### src/rtl/serial_divisibility_by_n_using_fsm_pkg.sv
// Shared types and modular-arithmetic helper for the serial divisibility tester.
// All arithmetic fits in 9 bits because the divisor never exceeds 255.
package serial_div_pkg;

  localparam int SUM_W = 9;

  typedef enum logic [1:0] {
    IDLE = 2'd0,
    MSB  = 2'd1,
    LSB  = 2'd2
  } sdiv_state_t;

  // (a+b) mod n with a single conditional subtract; valid while a+b < 2n.
  function automatic logic [SUM_W-1:0] mod_add_sub(input logic [SUM_W-1:0] a,
                                                   input logic [SUM_W-1:0] b,
                                                   input logic [SUM_W-1:0] n);
    logic [SUM_W:0] s;
    s = {1'b0, a} + {1'b0, b};
    if (s >= {1'b0, n}) begin
      s = s - {1'b0, n};
    end else begin
      s = s;
    end
    return s[SUM_W-1:0];
  endfunction

endpackage

### src/rtl/serial_divisibility_by_n_using_fsm_reduce.sv
// Combinational modular adder: one conditional subtract of DIVISOR.
// Callers guarantee i_a + i_b < 2*DIVISOR.
module mod_n_reduce
  import serial_div_pkg::*;
#(
  parameter int DIVISOR = 5,
  parameter int IN_W    = 4,
  parameter int OUT_W   = 3
) (
  input  logic [IN_W-1:0]  i_a,
  input  logic [IN_W-1:0]  i_b,
  output logic [OUT_W-1:0] o_sum
);

  assign o_sum = OUT_W'(mod_add_sub(SUM_W'(i_a), SUM_W'(i_b), SUM_W'(DIVISOR)));

endmodule

### src/rtl/serial_divisibility_by_n_using_fsm.sv
// Serial "X mod DIVISOR" tracker: one bit per accepted beat, MSB- or LSB-first per number.
// Remainder, divisibility flag and bit count are registered with one cycle of latency.
module serial_divisibility_by_n_using_fsm
  import serial_div_pkg::*;
#(
  parameter int DIVISOR = 5,
  parameter int CNT_W   = 16,
  localparam int REM_W  = $clog2(DIVISOR)
) (
  input  logic             clk,
  input  logic             rst_n,
  input  logic             in_valid,
  input  logic             in_bit,
  input  logic             start,
  input  logic             lsb_first,
  output logic             out_valid,
  output logic [REM_W-1:0] rem,
  output logic             div_by_n,
  output logic [CNT_W-1:0] bit_count
);

  localparam int AW = REM_W + 1;
  localparam logic [REM_W-1:0] ONE_MOD = REM_W'(1 % DIVISOR);

  sdiv_state_t      r_state;
  sdiv_state_t      w_state_nxt;
  logic [REM_W-1:0] r_rem;
  logic [REM_W-1:0] r_weight;
  logic [CNT_W-1:0] r_count;
  logic             r_out_valid;

  logic             w_first;
  logic             w_lsb;
  logic [REM_W-1:0] w_rem_base;
  logic [REM_W-1:0] w_wt_base;
  logic [AW-1:0]    w_rem_a;
  logic [AW-1:0]    w_rem_b;
  logic [AW-1:0]    w_wt_dbl;
  logic [REM_W-1:0] w_rem_nxt;
  logic [REM_W-1:0] w_wt_nxt;

  // Next-state and operand selection; a first bit starts from r=0, w=1%N.
  always_comb begin
    w_first     = 1'b0;
    w_lsb       = 1'b0;
    w_rem_base  = r_rem;
    w_wt_base   = r_weight;
    w_rem_a     = '0;
    w_rem_b     = '0;
    w_state_nxt = r_state;

    if (in_valid) begin
      w_first = start || (r_state == IDLE);
    end else begin
      w_first = 1'b0;
    end

    if (w_first) begin
      w_rem_base  = '0;
      w_wt_base   = ONE_MOD;
      w_lsb       = lsb_first;
      w_state_nxt = lsb_first ? LSB : MSB;
    end else begin
      case (r_state)
        LSB:     w_lsb = 1'b1;
        default: w_lsb = 1'b0;
      endcase
    end

    // MSB step is 2r+b, LSB step is r + b*w; both stay below 2N.
    if (w_lsb) begin
      w_rem_a = AW'(w_rem_base);
      w_rem_b = in_bit ? AW'(w_wt_base) : '0;
    end else begin
      w_rem_a = {w_rem_base, in_bit};
      w_rem_b = '0;
    end
  end

  assign w_wt_dbl = AW'(w_wt_base);

  mod_n_reduce #(
    .DIVISOR (DIVISOR),
    .IN_W    (AW),
    .OUT_W   (REM_W)
  ) u_rem_reduce (
    .i_a   (w_rem_a),
    .i_b   (w_rem_b),
    .o_sum (w_rem_nxt)
  );

  mod_n_reduce #(
    .DIVISOR (DIVISOR),
    .IN_W    (AW),
    .OUT_W   (REM_W)
  ) u_wt_reduce (
    .i_a   (w_wt_dbl),
    .i_b   (w_wt_dbl),
    .o_sum (w_wt_nxt)
  );

  // State, remainder, weight and saturating count; everything holds on bubbles.
  always_ff @(posedge clk) begin
    if (!rst_n) begin
      r_state     <= IDLE;
      r_rem       <= '0;
      r_weight    <= ONE_MOD;
      r_count     <= '0;
      r_out_valid <= 1'b0;
    end else begin
      r_out_valid <= in_valid;
      if (in_valid) begin
        r_state  <= w_state_nxt;
        r_rem    <= w_rem_nxt;
        r_weight <= w_wt_nxt;
        if (w_first) begin
          r_count <= CNT_W'(1);
        end else if (r_count != '1) begin
          r_count <= r_count + CNT_W'(1);
        end else begin
          r_count <= r_count;
        end
      end else begin
        r_state  <= r_state;
        r_rem    <= r_rem;
        r_weight <= r_weight;
        r_count  <= r_count;
      end
    end
  end

  assign out_valid = r_out_valid;
  assign rem       = r_rem;
  assign div_by_n  = (r_rem == '0);
  assign bit_count = r_count;

endmodule

### config.mk
export PLATFORM = sky130hd
export DESIGN_NAME = serial_divisibility_by_n_using_fsm
export DESIGN_NICKNAME = d
export VERILOG_FILES = /design/src/rtl/serial_divisibility_by_n_using_fsm_pkg.sv /design/src/rtl/serial_divisibility_by_n_using_fsm_reduce.sv /design/src/rtl/serial_divisibility_by_n_using_fsm.sv
export SDC_FILE = /design/constraint.sdc
export NUM_CORES = 1
export LEC_CHECK = 0
export BUFFER_PORTS_ARGS = -buffer_cell sky130_fd_sc_hd__buf_2
export CORE_MARGIN = 2
export CORE_UTILIZATION = 40
export CTS_CLUSTER_SIZE = 25
export DETAILED_ROUTE_END_ITERATION = 16
export PLACE_DENSITY = 0.57
export SLEW_MARGIN = 20
export SYNTH_ARGS = -nofsm -noshare
export SYNTH_HDL_FRONTEND = slang
export SYNTH_HIERARCHICAL = 1
export SYNTH_SLANG_ARGS = --single-unit
### constraint.sdc
create_clock -name clk -period 4.25 [get_ports clk]
set_clock_uncertainty 0.05 [all_clocks]
set_input_delay 1.275 -clock clk [delete_from_list [all_inputs] [get_ports clk]]
set_output_delay 1.275 -clock clk [all_outputs]
set_load 0.02 [all_outputs]
==> results of run 1 <==
report_power, final:
| group | total, uW | internal (uW) | switching [uW] | leakage, uW |
|---|---|---|---|---|
| logic | 319 | 142 | 177 | 0.000752 |
| registers | 267 | 252 | 14.8 | 0.000203 |
| clock network | 148 | 67.2 | 80.8 | 0.0000228 |
| total | 734 | 461 | 273 | 0.000978 |
cells in the final DEF, fill, tap and decap left out, types with 4 or more instances in the layout:
cell type	n
buf_2	26
dfxtp_1	25
nand2_1	18
inv_1	16
nor2_1	15
ha_1	13
a21oi_1	12
and3_1	11
mux2i_1	10
nand3_1	8
o21ai_0	6
buf_4	6
and2_1	4
nand4_1	4
a211oi_2	4
xor2_1	4
layer usage:
| metal | global-route usage [%] | up-vias | part of all wire [%] |
|---|---|---|---|
| met5 | 0 | - | 0 |
| met4 | 4.242 | 0 | 0.73 |
| met3 | 2.058 | 2 | 3.0 |
| met2 | 28.77 | 33 | 48 |
| met1 | 23.79 | 829 | 49 |
| li1 | - | 896 | - |
registers in the layout, indices dropped and copies added (netlist names):
signal,cells
r_state,2
bit_count,16
r_weight,3
rem,3
out_valid,1
worst max-delay path, cell delays in order:
cell and delay, ps:
buf_2 100, o21bai_1 160, a21oi_1 310, nand2_1 90
a21boi_0 200, ha_1 240, inv_1 70, fa_1 520
ha_1 230, inv_1 60, a31oi_2 130, o41ai_2 280
xor2_1 110, mux2i_1 140, nor2_1 50
cell usage after synthesis, types with 3 or more instances:
master     instances  area, um^2
a211oi_2           4       50.05
a21oi_1           12       60.06
a31o_2             3       26.28
and2_1             4       25.02
and3_1            11       68.82
and4_1             3       26.28
dfxtp_1           25       500.5
ha_1              13       162.7
inv_1             16       60.06
mux2i_1           10       100.1
nand2_1           18       67.56
nand2b_1           3       18.77
nand3_1            8       40.04
nand4_1            4       25.02
nor2_1            15       56.30
nor4_1             3       18.77
o2111ai_1          3       26.28
o211ai_1           3       22.52
o21ai_0            6       30.03
xor2_1             4       35.03
layout make-up:
class	count	area (um^2)
clock buffer	4	45.04
fill	482	2506
inverter	16	60.06
multi-input combinational	177	1338
sequential	25	500.5
tap	54	67.56
timing repair buffer	32	175.2
path summary, 6_finish.rpt:
path	end	slack (ps)	depth (start not counted)
worst min register to register	r_state[1]$_SDFFE_PN0P_	470	2
worst min-delay path	r_state[1]$_SDFFE_PN0P_	470	2
worst max register to register	rem[2]$_SDFFE_PN0P_	1080	14
worst max-delay path	rem[2]$_SDFFE_PN0P_	400	15
metrics by stage:
| step | worst slack (ps) | cells |
|---|---|---|
| final | 395.5 | 308 |
| after global routing | 166.6 | 308 |
| after CTS | 405.6 | 308 |
| after detailed placement | 110.8 | 304 |
| after global placement | 141.0 | 304 |
| after floorplan | 342.1 | 224 |
cells by family (layout without fill, tap and decap cells):
logic type / Yosys count / in the layout / synth area share (%)
AND/OR/NAND/NOR: 89 / 89 / 28.27
other: 1 / 3 / 0.1944
buffers and inverters: 22 / 52 / 5.123
flip-flops: 25 / 25 / 25.94
AO/OA/AOI/OAI: 54 / 54 / 22.05
XOR/XNOR: 6 / 6 / 2.724
multiplexers: 10 / 10 / 5.188
adder cells (fa/ha/maj): 15 / 15 / 10.51
==> metrics.md, run 1 <==
| Metric | Value |
|---|---|
| Main synth FF type | dfxtp_1 |
| Row cnt | 25 |
| Status | finished clean |
| H-tree depth | 1 |
| Final worst path period share | 90.69% |
| Synthesis-stage register bit count | 25 |
| Total gr overflow | 0 |
| Worst-Margin Slew | 673.5 ps |
| RSZ-0062 raised after global routing | no |
| Max-slew violation count | 0 |
| DRC | 0 |
| EDFF count, synth | 0 |
| CTS tree | yes |
| LEAKAGE | a little under 0.001 uW |
| Drt pass-1 iters | 4 |
| Nets | 276 |
| CP required | 4350 ps |
| Power per Cell Area | between 300 and 400 nW/um^2 |
| Clk_lat worst skew | 270 ps |
| Total CTS buffers | 3 |
| Register area share after synthesis | 25.94% |
| Post-DP HPWL | between 3 and 4 mm |
| Clk sinks | 25 |
| First-pass GRT wire length | 7.452 mm |
| Core area | 4692 um^2 |
| Initial cell density of the core | 41.12% |
| N_diodes | 0 |
| WL per Instance | 14.62 um |
| Setup CP Type | primary input to register |
| Vias in the first global route | between 1500 and 2000 |
| Via density | 5.714 |
| Worst VDD drop | roughly 0.17 mV |
| Largest net degree at the start of global routing | 16 |
| Area after DPL | around 2100 um^2 |
| Syn. warnings | 6 |
| RR Startpoint | r_state[0]$_SDFFE_PN0P_ |
| DR iter-0 viols | 129 |
| Final setup viols | 0 |
| Distinct cells, synth | 56 |
| Die area | 5395 um^2 |
| Fin util | 46.59% |
| Tmin final | between 3000 and 4000 ps |
| Initial antenna violation count | 0 |
| Critical-path maximum fanout | 5 |
| WP data arrival | 3950 ps |
| Worst Hold Slack | about 470 ps |
| Tot GR Track Use | 17.31% |
| Post-Route Setup TNS | 0 ps |
| Routed wire length | 4.502 mm |
| Worst rel slew slack | 54.69% |
| Proportion of layout cells with a drive suffix above 1 | 22.44% |
| HP Start | r_state[1]$_SDFFE_PN0P_ |
| Global placement routability congestion | 0.7931 |
| Clock Tree Buf Depth | 2 |
| Via count | 1760 |
| CTS root buf | clkbuf_8 |
| Die height | 73.45 um |
| Num ports | 27 |
| Post-Syn Area | 1929 um^2 |
| Syn Area/Cell | 8.691 um^2 |
| Max-Cap Viols | 0 |
| Final hold vios | 0 |
| Highest Clock Rate | 259.4 MHz |
| Post_cts resized | 0 |
| Area grow syn2layout | 13.29% |
| Chip Width | 73.45 um |
| Clk slew on worst S/H paths | 90 ps |
| I/O Buffers | 26 |
| Post-CTS Setup Inserts | 0 |
| Post-CTS Hold Fix Bufs | 0 |
| Worst hold path type | register to register |
| Cell area after layout | around 2200 um^2 |
| Startpoint types | primary input |
| Asr flop ratio synth | 0% |
| Critical path origin | start |
| Tot Pwr | ~730 uW |
| Critical path endpoint category | register |
| Synth Instances | 222 |
| Antenna Nets Post-Route | 0 |
(Power assumes the default switching activity.)
==> run 2: changes to the inputs <==
--- a/config.mk
+++ b/config.mk
@@ -7,10 +7,10 @@
 export LEC_CHECK = 0
 export BUFFER_PORTS_ARGS = -buffer_cell sky130_fd_sc_hd__buf_2
 export CORE_MARGIN = 2
-export CORE_UTILIZATION = 40
+export CORE_UTILIZATION = 45
 export CTS_CLUSTER_SIZE = 25
 export DETAILED_ROUTE_END_ITERATION = 16
-export PLACE_DENSITY = 0.57
+export PLACE_DENSITY = 0.63
 export SLEW_MARGIN = 20
 export SYNTH_ARGS = -nofsm -noshare
 export SYNTH_HDL_FRONTEND = slang
==> run 2 against run 1 <==
Effect of this change: via count grew 3.0%; combinational power is essentially flat; register-to-register slack is essentially flat; sequential power is essentially flat; critical path depth is the same; sequential cell count is the same; die area shrank 11%; design area shrank 0.23%; first-iteration DRC count shrank 27%; highest routed layer unchanged.
==> metrics.md, run 2 (synthesized netlist as in run 1, its figures left out) <==
| Metric | Value |
|---|---|
| Proportion of layout cells with a drive suffix above 1 | 22.44% (unchanged) |
| Row cnt | 23 (-8.0%) |
| Met2 Resource Use GR | 32.16% (+3.4 points) |
| DRC | 0 (unchanged) |
| Antenna Nets Post-Route | 0 (unchanged) |
| Max-Cap Viols | 0 (unchanged) |
| Comb pwr share | 43.4% (about the same) |
| Commonest non-fill, non-tap cells in the layout | 26 x buf_2, 25 x dfxtp_1, 18 x nand2_1, 16 x inv_1, 15 x nor2_1 |
| Setup CP Type | primary input to register |
| Post-DP HPWL | 3.447 mm (+0.36%) |
| Flip-flop count of the largest register after layout | 16 (unchanged) |
| Tmin final | 3908 ps (+53.40 ps) |
| CTS root buf | clkbuf_8 |
| CP required | 4350 ps (about the same) |
| H-tree depth | 1 (unchanged) |
| Critical path endpoint category | register |
| N_diodes | 0 (unchanged) |
| Status | finished clean |
| Cell Int Power | 462.1 uW (+0.20%) |
| Global placement routability congestion | 0.7769 (-2.0%) |
| Most common cell after layout, fill and taps aside | buf_2 |
| Post-CTS Hold Fix Bufs | 0 (unchanged) |
| Net Sw Power | 267.8 uW (-1.8%) |
| Routed wire length | 4.487 mm (-0.33%) |
| Startpoint types | primary input |
| RSZ-0062 raised after global routing | no |
| WP data arrival | 4010 ps (+60 ps) |
| Total CTS buffers | 3 (unchanged) |
| CP bufs+invs | 3 (unchanged) |
| Num ports | 27 (unchanged) |
| Largest net degree at the start of global routing | 16 (unchanged) |
| Area grow syn2layout | 13.03% |
| Initial cell density of the core | 47.55% (+6.4 points) |
| Clock Tree Buf Depth | 2 (unchanged) |
| First-pass GRT wire length | 7.755 mm (+4.1%) |
| Final worst path period share | 91.95% (+1.3 points) |
| Met1 global-route usage | 25.29% (+1.5 points) |
| Global routing's busiest layer | met2 |
| Power per Cell Area | 334.7 nW/um^2 (-0.33%) |
| Core area | 4058 um^2 (-14%) |
| Critical-path maximum fanout | 5 (unchanged) |
| Tot GR Track Use | 19.25% (+1.9 points) |
| Clock network fraction of total power | 20.0% (-0.2 points) |
| Worst VDD drop | 0.2557 mV (+49%) |
| Worst path max stage delay | 510 ps (about the same) |
| Clk_lat worst skew | 270 ps (about the same) |
| Total gr overflow | 0 (unchanged) |
| Die height | 69.48 um (-5.4%) |
| Drt pass-1 iters | 4 (unchanged) |
| Tot Pwr | 729.9 uW (-0.56%) |
| Clk sinks | 25 (unchanged) |
| WL per Instance | 14.76 um (+0.98%) |
| Nets | 276 (unchanged) |
| CTS tree | yes |
| Worst-Margin Slew | 672.1 ps (-1.361 ps) |
| Slowest CP cell | fa_1 |
| Cell area after layout | 2181 um^2 (-0.23%) |
| Initial antenna violation count | 0 (unchanged) |
| Highest Clock Rate | 255.9 MHz (-1.4%) |
| Clk slew on worst S/H paths | 90 ps (about the same) |
| LEAKAGE | 0.0009780 uW (unchanged) |
| Die area | 4827 um^2 (-11%) |
| Post_cts resized | 0 (unchanged) |
| Final hold vios | 0 (unchanged) |
| Top Family by Delay on Critical Path | compound AO/OA/AOI/OAI gates |
| I/O Buffers | 26 (unchanged) |
| Post-CTS Setup Inserts | 0 (unchanged) |
| Global Route met3 Usage | 2.180% (+0.12 points) |
| Via count | 1812 (+3.0%) |
| Final setup viols | 0 (unchanged) |
| DR iter-0 viols | 94 (-27%) |
| Vias in the first global route | 1676 (+8.4%) |
| Post-Route Setup TNS | 0 ps (unchanged) |
| Sequential cell fraction of total power | 36.6% (+0.3 points) |
| Max-slew violation count | 0 (unchanged) |
| Worst hold path type | register to register |
| Switching Share | 36.69% (-0.48 points) |
| Worst rel slew slack | 54.78% (+0.092 points) |
| Crit-path cells | buf_2 > o21bai_1 > a21oi_1 > nand2_1 > a21boi_0 > ha_1 > inv_1 > fa_1 > ha_1 > inv_1 > a31oi_2 > o41ai_2 > xor2_1 > mux2i_1 > nor2_1 |
| Area after DPL | 2136 um^2 (-0.23%) |
| Via density | 5.961 (+4.3%) |
| Chip Width | 69.48 um (-5.4%) |
## run 2: cell counts in the layout (fill, tap and decap cells not counted)
Identical to the previous run, type by type.
## run 2: area by class of cell
cell class / count / area, um^2
fillers: 389 / 1877
multi-input cells: 177 / 1338
flip-flops and latches: 25 / 500.5
repair buffers: 32 / 175.2
well taps: 50 / 62.56
inverters: 16 / 60.06
clock buffers: 4 / 45.04
## run 2: power groups by stage
stage                     Clock [uW]  Sequential [uW]  Combinational, uW
after floorplan                    0              275                255
after global placement             0              272                314
after detailed placement           0              272                321
after CTS                        153              267                322
after global routing             161              270                366
final                            146              267                317
## run 2: per-layer routing
| metal | vias to the layer above | part of all wire [%] |
|---|---|---|
| li1 | 896 | - |
| met1 | 868 | 47 |
| met2 | 39 | 48 |
| met3 | 9 | 3.4 |
| met4 | 0 | 2.0 |
| met5 | - | 0 |
## run 2: tightest hold or removal path, cell delays in order (launching register included)
cell and delay (ps):
dfxtp_1 360, mux2i_1 70, nand2_1 60
## run 2: worst paths after layout
kind,start,endpoint,slack (ps),cells past startpoint
worst max register to register,r_state[0]$_SDFFE_PN0P_,rem[2]$_SDFFE_PN0P_,1080,14
worst max-delay path,start,rem[2]$_SDFFE_PN0P_,340,15
worst min-delay path,r_weight[0]$_SDFFE_PN1P_,r_weight[0]$_SDFFE_PN1P_,460,2
worst min register to register,r_weight[0]$_SDFFE_PN1P_,r_weight[0]$_SDFFE_PN1P_,460,2
## run 2: stage by stage
| step | hold WS, ps | util [%] | setup slack, ps | cells |
|---|---|---|---|---|
| finish | 459.0 | 53.75 | 342.1 | 304 |
| global route | 500.3 | 53.75 | 108.3 | 304 |
| CTS | 468.4 | 53.75 | 358.8 | 304 |
| detailed placement | 446.3 | 52.64 | 68.57 | 300 |
| global placement | 434.2 | 52.64 | 133.4 | 300 |
| floorplan | 405.5 | - | 342.1 | 224 |
